File: config.mk
export PLATFORM = sky130hd
export DESIGN_NAME = spi_slave_regfile
export DESIGN_NICKNAME = d
export VERILOG_FILES = /design/src/rtl/spi_slave_regfile.sv
export SDC_FILE = /design/constraint.sdc
export NUM_CORES = 1
export LEC_CHECK = 0
export ABC_CLOCK_PERIOD_IN_PS = 7300
export BUFFER_PORTS_ARGS = -buffer_cell sky130_fd_sc_hd__buf_4
export CORE_MARGIN = 2
export CORE_UTILIZATION = 69
export DETAILED_ROUTE_END_ITERATION = 12
export PLACE_DENSITY = 0.87
export RECOVER_POWER = 50
export SYNTH_ARGS = -nofsm -noshare
export SYNTH_HDL_FRONTEND = slang
export SYNTH_SLANG_ARGS = --single-unit
File: constraint.sdc
create_clock -name clk -period 7.3 [get_ports clk]
set_clock_uncertainty 0.2 [all_clocks]
set_input_delay 1.46 -clock clk [delete_from_list [all_inputs] [get_ports clk]]
set_output_delay 1.46 -clock clk [all_outputs]
set_load 0.01 [all_outputs]
File: src/rtl/spi_slave_regfile.sv
// SPI slave with a small register file.
// Frame: 1 R/W bit (1 = write), ADDR_WIDTH address bits, DATA_WIDTH data bits, all MSB first.
// All SPI pins are synchronised into clk; edges are detected on the synchronised sclk.
module spi_slave_regfile #(
   parameter int unsigned ADDR_WIDTH = 16,
   parameter int unsigned DATA_WIDTH = 32,
   parameter int unsigned REG_NUM    = 16
) (
   input  logic clk,
   input  logic rst_n,
   input  logic sclk,
   input  logic cs,
   input  logic mosi,
   output logic miso,
   output logic wr_done,
   output logic rd_done,
   output logic frame_err,
   output logic addr_err
);

   localparam int unsigned CMD_BITS = ADDR_WIDTH + 1;
   localparam int unsigned CNT_W    = $clog2(ADDR_WIDTH + DATA_WIDTH + 2);
   localparam int unsigned IDX_W    = (REG_NUM > 1) ? $clog2(REG_NUM) : 1;
   localparam logic [ADDR_WIDTH:0] REG_NUM_W = (ADDR_WIDTH + 1)'(REG_NUM);

   typedef enum logic [2:0] {
      StIdle,
      StCmd,
      StWdata,
      StRdata,
      StWaitCs
   } state_e;

   state_e                  state_q, state_d;
   logic [CNT_W-1:0]        cnt_q, cnt_d;
   logic [ADDR_WIDTH:0]     cmd_sr_q, cmd_sr_d;
   logic [DATA_WIDTH-1:0]   data_sr_q, data_sr_d;
   logic                    seen_rise_q, seen_rise_d;
   logic [DATA_WIDTH-1:0]   regs_q [REG_NUM];

   logic sclk_meta, sclk_s, sclk_prev;
   logic cs_meta, cs_s, cs_prev;
   logic mosi_meta, mosi_s;
   logic sclk_rise, sclk_fall, cs_rise, cs_fall;

   logic                  wr_en;
   logic                  wr_done_d, rd_done_d, frame_err_d, addr_err_d;
   logic [ADDR_WIDTH-1:0] addr;
   logic                  addr_ok;
   logic [IDX_W-1:0]      idx;

   // Two-flop synchronisers plus one history flop for edge detection.
   always_ff @(posedge clk or negedge rst_n) begin
      if (!rst_n) begin
         sclk_meta <= 1'b0;
         sclk_s    <= 1'b0;
         sclk_prev <= 1'b0;
         cs_meta   <= 1'b0;
         cs_s      <= 1'b0;
         cs_prev   <= 1'b0;
         mosi_meta <= 1'b0;
         mosi_s    <= 1'b0;
      end else begin
         sclk_meta <= sclk;
         sclk_s    <= sclk_meta;
         sclk_prev <= sclk_s;
         cs_meta   <= cs;
         cs_s      <= cs_meta;
         cs_prev   <= cs_s;
         mosi_meta <= mosi;
         mosi_s    <= mosi_meta;
      end
   end

   assign sclk_rise = sclk_s & ~sclk_prev;
   assign sclk_fall = ~sclk_s & sclk_prev;
   assign cs_rise   = cs_s & ~cs_prev;
   assign cs_fall   = ~cs_s & cs_prev;

   // The whole address field takes part in the range check.
   assign addr    = cmd_sr_q[ADDR_WIDTH-1:0];
   assign addr_ok = ({1'b0, addr} < REG_NUM_W);
   assign idx     = addr[IDX_W-1:0];

   // Frame FSM and datapath next-state.
   always_comb begin
      state_d     = state_q;
      cnt_d       = cnt_q;
      cmd_sr_d    = cmd_sr_q;
      data_sr_d   = data_sr_q;
      seen_rise_d = seen_rise_q;
      wr_en       = 1'b0;
      wr_done_d   = 1'b0;
      rd_done_d   = 1'b0;
      frame_err_d = 1'b0;
      addr_err_d  = 1'b0;
      unique case (state_q)
         StIdle: begin
            if (cs_rise) begin
               state_d  = StCmd;
               cnt_d    = '0;
               cmd_sr_d = '0;
            end
         end
         StCmd: begin
            if (cs_fall) begin
               frame_err_d = 1'b1;
               state_d     = StIdle;
            end else if (cnt_q == CNT_W'(CMD_BITS)) begin
               cnt_d       = '0;
               seen_rise_d = 1'b0;
               if (cmd_sr_q[ADDR_WIDTH]) begin
                  state_d   = StWdata;
                  data_sr_d = '0;
               end else begin
                  state_d    = StRdata;
                  data_sr_d  = addr_ok ? regs_q[idx] : '0;
                  addr_err_d = ~addr_ok;
               end
            end else if (sclk_rise) begin
               cmd_sr_d = {cmd_sr_q[ADDR_WIDTH-1:0], mosi_s};
               cnt_d    = cnt_q + CNT_W'(1);
            end
         end
         StWdata: begin
            if (cs_fall) begin
               frame_err_d = 1'b1;
               state_d     = StIdle;
            end else if (cnt_q == CNT_W'(DATA_WIDTH)) begin
               wr_en      = addr_ok;
               wr_done_d  = addr_ok;
               addr_err_d = ~addr_ok;
               state_d    = StWaitCs;
            end else if (sclk_rise) begin
               data_sr_d = {data_sr_q[DATA_WIDTH-2:0], mosi_s};
               cnt_d     = cnt_q + CNT_W'(1);
            end
         end
         StRdata: begin
            if (cs_fall) begin
               frame_err_d = 1'b1;
               state_d     = StIdle;
            end else if (cnt_q == CNT_W'(DATA_WIDTH)) begin
               rd_done_d = 1'b1;
               state_d   = StWaitCs;
            end else if (sclk_rise) begin
               cnt_d       = cnt_q + CNT_W'(1);
               seen_rise_d = 1'b1;
            end else if (sclk_fall && seen_rise_q) begin
               // The falling edge closing the last command bit arrives before any
               // data rising edge and must not consume the MSB.
               data_sr_d = {data_sr_q[DATA_WIDTH-2:0], 1'b0};
            end
         end
         StWaitCs: begin
            if (cs_fall) begin
               state_d = StIdle;
            end
         end
         default: state_d = StIdle;
      endcase
   end

   // State, shift registers and registered status pulses.
   always_ff @(posedge clk or negedge rst_n) begin
      if (!rst_n) begin
         state_q     <= StIdle;
         cnt_q       <= '0;
         cmd_sr_q    <= '0;
         data_sr_q   <= '0;
         seen_rise_q <= 1'b0;
         wr_done     <= 1'b0;
         rd_done     <= 1'b0;
         frame_err   <= 1'b0;
         addr_err    <= 1'b0;
      end else begin
         state_q     <= state_d;
         cnt_q       <= cnt_d;
         cmd_sr_q    <= cmd_sr_d;
         data_sr_q   <= data_sr_d;
         seen_rise_q <= seen_rise_d;
         wr_done     <= wr_done_d;
         rd_done     <= rd_done_d;
         frame_err   <= frame_err_d;
         addr_err    <= addr_err_d;
      end
   end

   // Register file; written only in the commit cycle of a valid write frame.
   always_ff @(posedge clk or negedge rst_n) begin
      if (!rst_n) begin
         for (int i = 0; i < int'(REG_NUM); i++) begin
            regs_q[i] <= '0;
         end
      end else if (wr_en) begin
         regs_q[idx] <= data_sr_q;
      end
   end

   // miso is driven only while a read is in progress.
   assign miso = (state_q == StRdata) ? data_sr_q[DATA_WIDTH-1] : 1'b0;

endmodule

==> qor.yml <==
outcome:
  status: "complete, but fails checks"
  violations: "capacitance limit, slew limit"
power_and_ir_drop:
  p_seq_share_pct: 51.8
  power_density_nw_per_um2: 250
  vdd_ir_drop_max_mv: 0.202
  intPower_uw: 5280
  sw_frac_of_total_pct: 25.5
  combPwrFrac_pct: 5.6
  p_sw_uw: 1810
  p_leak_uw: 0.0139
  power_frac_clock_pct: 42.6
routing:
  drc_errors: 0
  wl_mm: 56.7
  antenna_left: 0
  viasPerCell: 6.80
  wl_per_cell_um: 25.7
  drt_first_pass_iters: 4
  vias: 15000
  drtIter0Drc: 1202
timing:
  rsz0062_at_grt: "false"
  min_period_ns: 5.54
  max_slew.worst_pin.slew_ns: 2.96
  min_period_over_period_pct: 75.8
  report.final.slew_viol_count: 93
  max_slew_margin_pct: -97.3
  finalSetupViolations: 0
  setup-tns-final_ns: 0
  fmax_mhz: 181
  hold_violations: 0
yosys:
  synth_flop_cell: "dfrtp_1"
  avgSynthCellArea_um2: 15.3
  synth-compound-area-share_pct: 4.45
  synth_edf_count: 0
  yosysSeqAreaShare_pct: 55.2
  yosys.area_share.simple_pct: 3.47
  async_reset_ff_share_pct: 100
  synthMuxAreaShare_pct: 33.1
  syn_inst: 1728
  ys_types: 56
  yosys_register_bits: 583
  synth_xor_area_share_pct: 0.132
  synth_top_family_by_area: "multiplexers"
  yosys.area_share.adder_pct: 0.142
  ys_warn_count: 0
  netlist_area_um2: 26400
  synth_nets: 1736
clocking:
  cts.sinks: 583
  cts_made_buffers: 56
  cts_tree: "done"
  insertion_delay_ns: 0.60
  clk_pin_slew_ns: 0.06
  ctsHoldBuffers: 0
  post-cts-setup-buffer-count: 0
  cts_resized: 0
  cts_buffer_depth: 3
  cts-root-buf: "clkbuf_16"
  ctsHtreeMaxLevel: 2
floorplanning:
  core_um2: 37700
  die_area_um2: 39900
  die_h_um: 200
  die_w_um: 200
  initial_core_util_pct: 70.2
  rows: 71
  ios: 10
worst_setup_path:
  cp-end-kind: "output pin"
  cp_max_fo: 36
  cp.arrival_ns: 3.88
  criticalPathCategory: "reg -> out"
  critPathBufInv: 2
  cp-start-kind: "register"
  critPathRequiredTime_ns: 5.64
  cp_slowest_cell: "clkbuf_1"
  critPathTopFamily: "buffers and inverters"
  path_cells: "nor2b_1, clkbuf_1, and3_1, buf_4"
  cpPeakStageDelay_ns: 1.92
placement:
  place_congestion: 0.774
  dp_hpwl_mm: 30.0
  dp_cells: 2107
  io_buffers: 9
final_layout:
  seq_area_um2: 14600
  area_growth_pct: 7.34
  diodes: 0
  multiInputGateArea_um2: 11000
  final_common_cell: "dfrtp_1"
  drive_gt1_share_pct: 35.5
  nNetsFinal: 1662
  final_cells: 2209
  final.fill_count: 2216
  final_cell_mix: "dfrtp_1, mux2_2, mux2_1"
job:
  drv_cap: 2
global_routing:
  busiest_layer: "met2"
  use_met2_pct: 48.8
  use_met3_pct: 5.06
  grt_pass1_wl_mm: 90.3
  grtUsageTotal_pct: 29.9
  use_met1_pct: 41.3
  grt_max_degree: 200
  grt_overflow: 0
  antenna_found_initial: 1
  grt_pass1_vias: 15900
worst_hold_path:
  min_path_type: "reg -> reg"
-- synth_stat cells (3+ instances only) --
master | number | area, µm²
dfrtp_1 | 583 | 14600
mux2_2 | 291 | 3280
mux2_1 | 191 | 2150
mux4_2 | 126 | 2840
a22oi_1 | 94 | 706
clkbuf_1 | 75 | 282
nor2_1 | 46 | 173
nand2_1 | 44 | 165
a21oi_1 | 36 | 180
mux2_4 | 30 | 450
buf_4 | 28 | 210
buf_2 | 22 | 110
buf_6 | 19 | 214
a21bo_2 | 16 | 160
nand4_1 | 16 | 100
and3_1 | 15 | 93.8
buf_1 | 8 | 30.0
nand3_1 | 8 | 40.0
nor3_1 | 7 | 35.0
nand2b_1 | 6 | 37.5
mux2i_1 | 5 | 50.1
a31oi_1 | 4 | 25.0
clkbuf_2 | 4 | 20.0
nor2b_1 | 4 | 25.0
nor4_1 | 4 | 25.0
buf_8 | 3 | 45.0
ha_1 | 3 | 37.5
inv_1 | 3 | 11.3
nor3b_2 | 3 | 37.5
o21ai_0 | 3 | 15.0
xor2_1 | 3 | 26.3
-- path summary, 6_finish.rpt --
check / from / end / slack, ns / cells past startpoint
worst max-delay path: state_q[1] / miso / 1.76 / 4
worst min-delay path: mosi_meta / mosi_s / 0.15 / 0
worst max register to register: state_q[1] / data_sr_q[11] / 2.75 / 7
worst min register to register: mosi_meta / mosi_s / 0.15 / 0
max in group asynchronous: rst_n / regs_q[511] / 2.90 / 2
min in group asynchronous: rst_n / regs_q[71] / 0.72 / 1
-- layer usage --
layer	share of wire (%)	vias up
li1	-	6295
met1	42	8160
met2	50	443
met3	5.3	123
met4	3.0	2
met5	0.023	-
-- power groups by stage --
stage / registers, µW / clock network [µW] / logic (µW)
floorplan: 3460 / 0 / 439
global placement: 3700 / 0 / 394
detailed placement: 3720 / 0 / 406
CTS: 3660 / 3050 / 408
global route: 3700 / 3190 / 446
finish: 3670 / 3020 / 398
-- through the flow --
| stage | cell area [µm²] | util (%) | total power, µW | setup slack, ns | hold WS [ns] |
|---|---|---|---|---|---|
| 5_1_grt | 28400 | 75.4 | 7340 | 1.75 | 0.160 |
| 2_1_floorplan | 26400 | - | 3900 | 4.47 | 0.131 |
| 3_3_place_gp | 26500 | 70.3 | 4090 | 3.58 | 0.134 |
| 3_5_place_dp | 26500 | 70.3 | 4120 | 3.52 | 0.136 |
| 4_1_cts | 28400 | 75.5 | 7120 | 3.30 | 0.149 |
| 6_report | 28400 | 75.4 | 7090 | 1.76 | 0.150 |
-- worst register-to-register path, stage by stage (launching register included) --
cell and delay, ns:
dfrtp_1 0.57, nor2b_1 0.24, clkbuf_1 1.92, nand3_1 0.41, and4_2 0.33, buf_4 0.38
nor2_1 0.27, a21oi_1 0.07
-- flip-flops by register name (all words and copies together) (netlist names) --
name         cells
addr_err         1
cmd_sr_q        17
cnt_q            6
cs_meta          1
cs_prev          1
cs_s             1
data_sr_q       32
frame_err        1
mosi_meta        1
mosi_s           1
rd_done          1
regs_q         512
sclk_meta        1
sclk_prev        1
sclk_s           1
seen_rise_q      1
state_q          3
wr_done          1
-- final cells by class --
class	count	share of cell area (%)
clock buffers	83	5.86
well taps	511	2.25
clock inverters	19	0.961
flip-flops and latches	583	51.4
repair buffers	27	0.780
multi-input cells	982	38.7
inverters	4	0.0529
-- cell families (layout without fill, tap and decap cells) --
kind of cell               Yosys count  count (layout)
muxes                              643             643
DFF                                583             583
and+or+nand+nor                    169             169
AOI/OAI and AO/OA                  163             163
buffers and inverters              163             133
xor gates and xnor gates             4               4
adders and majority gates            3               3
Note: power is estimated with default switching activity, not from simulation.
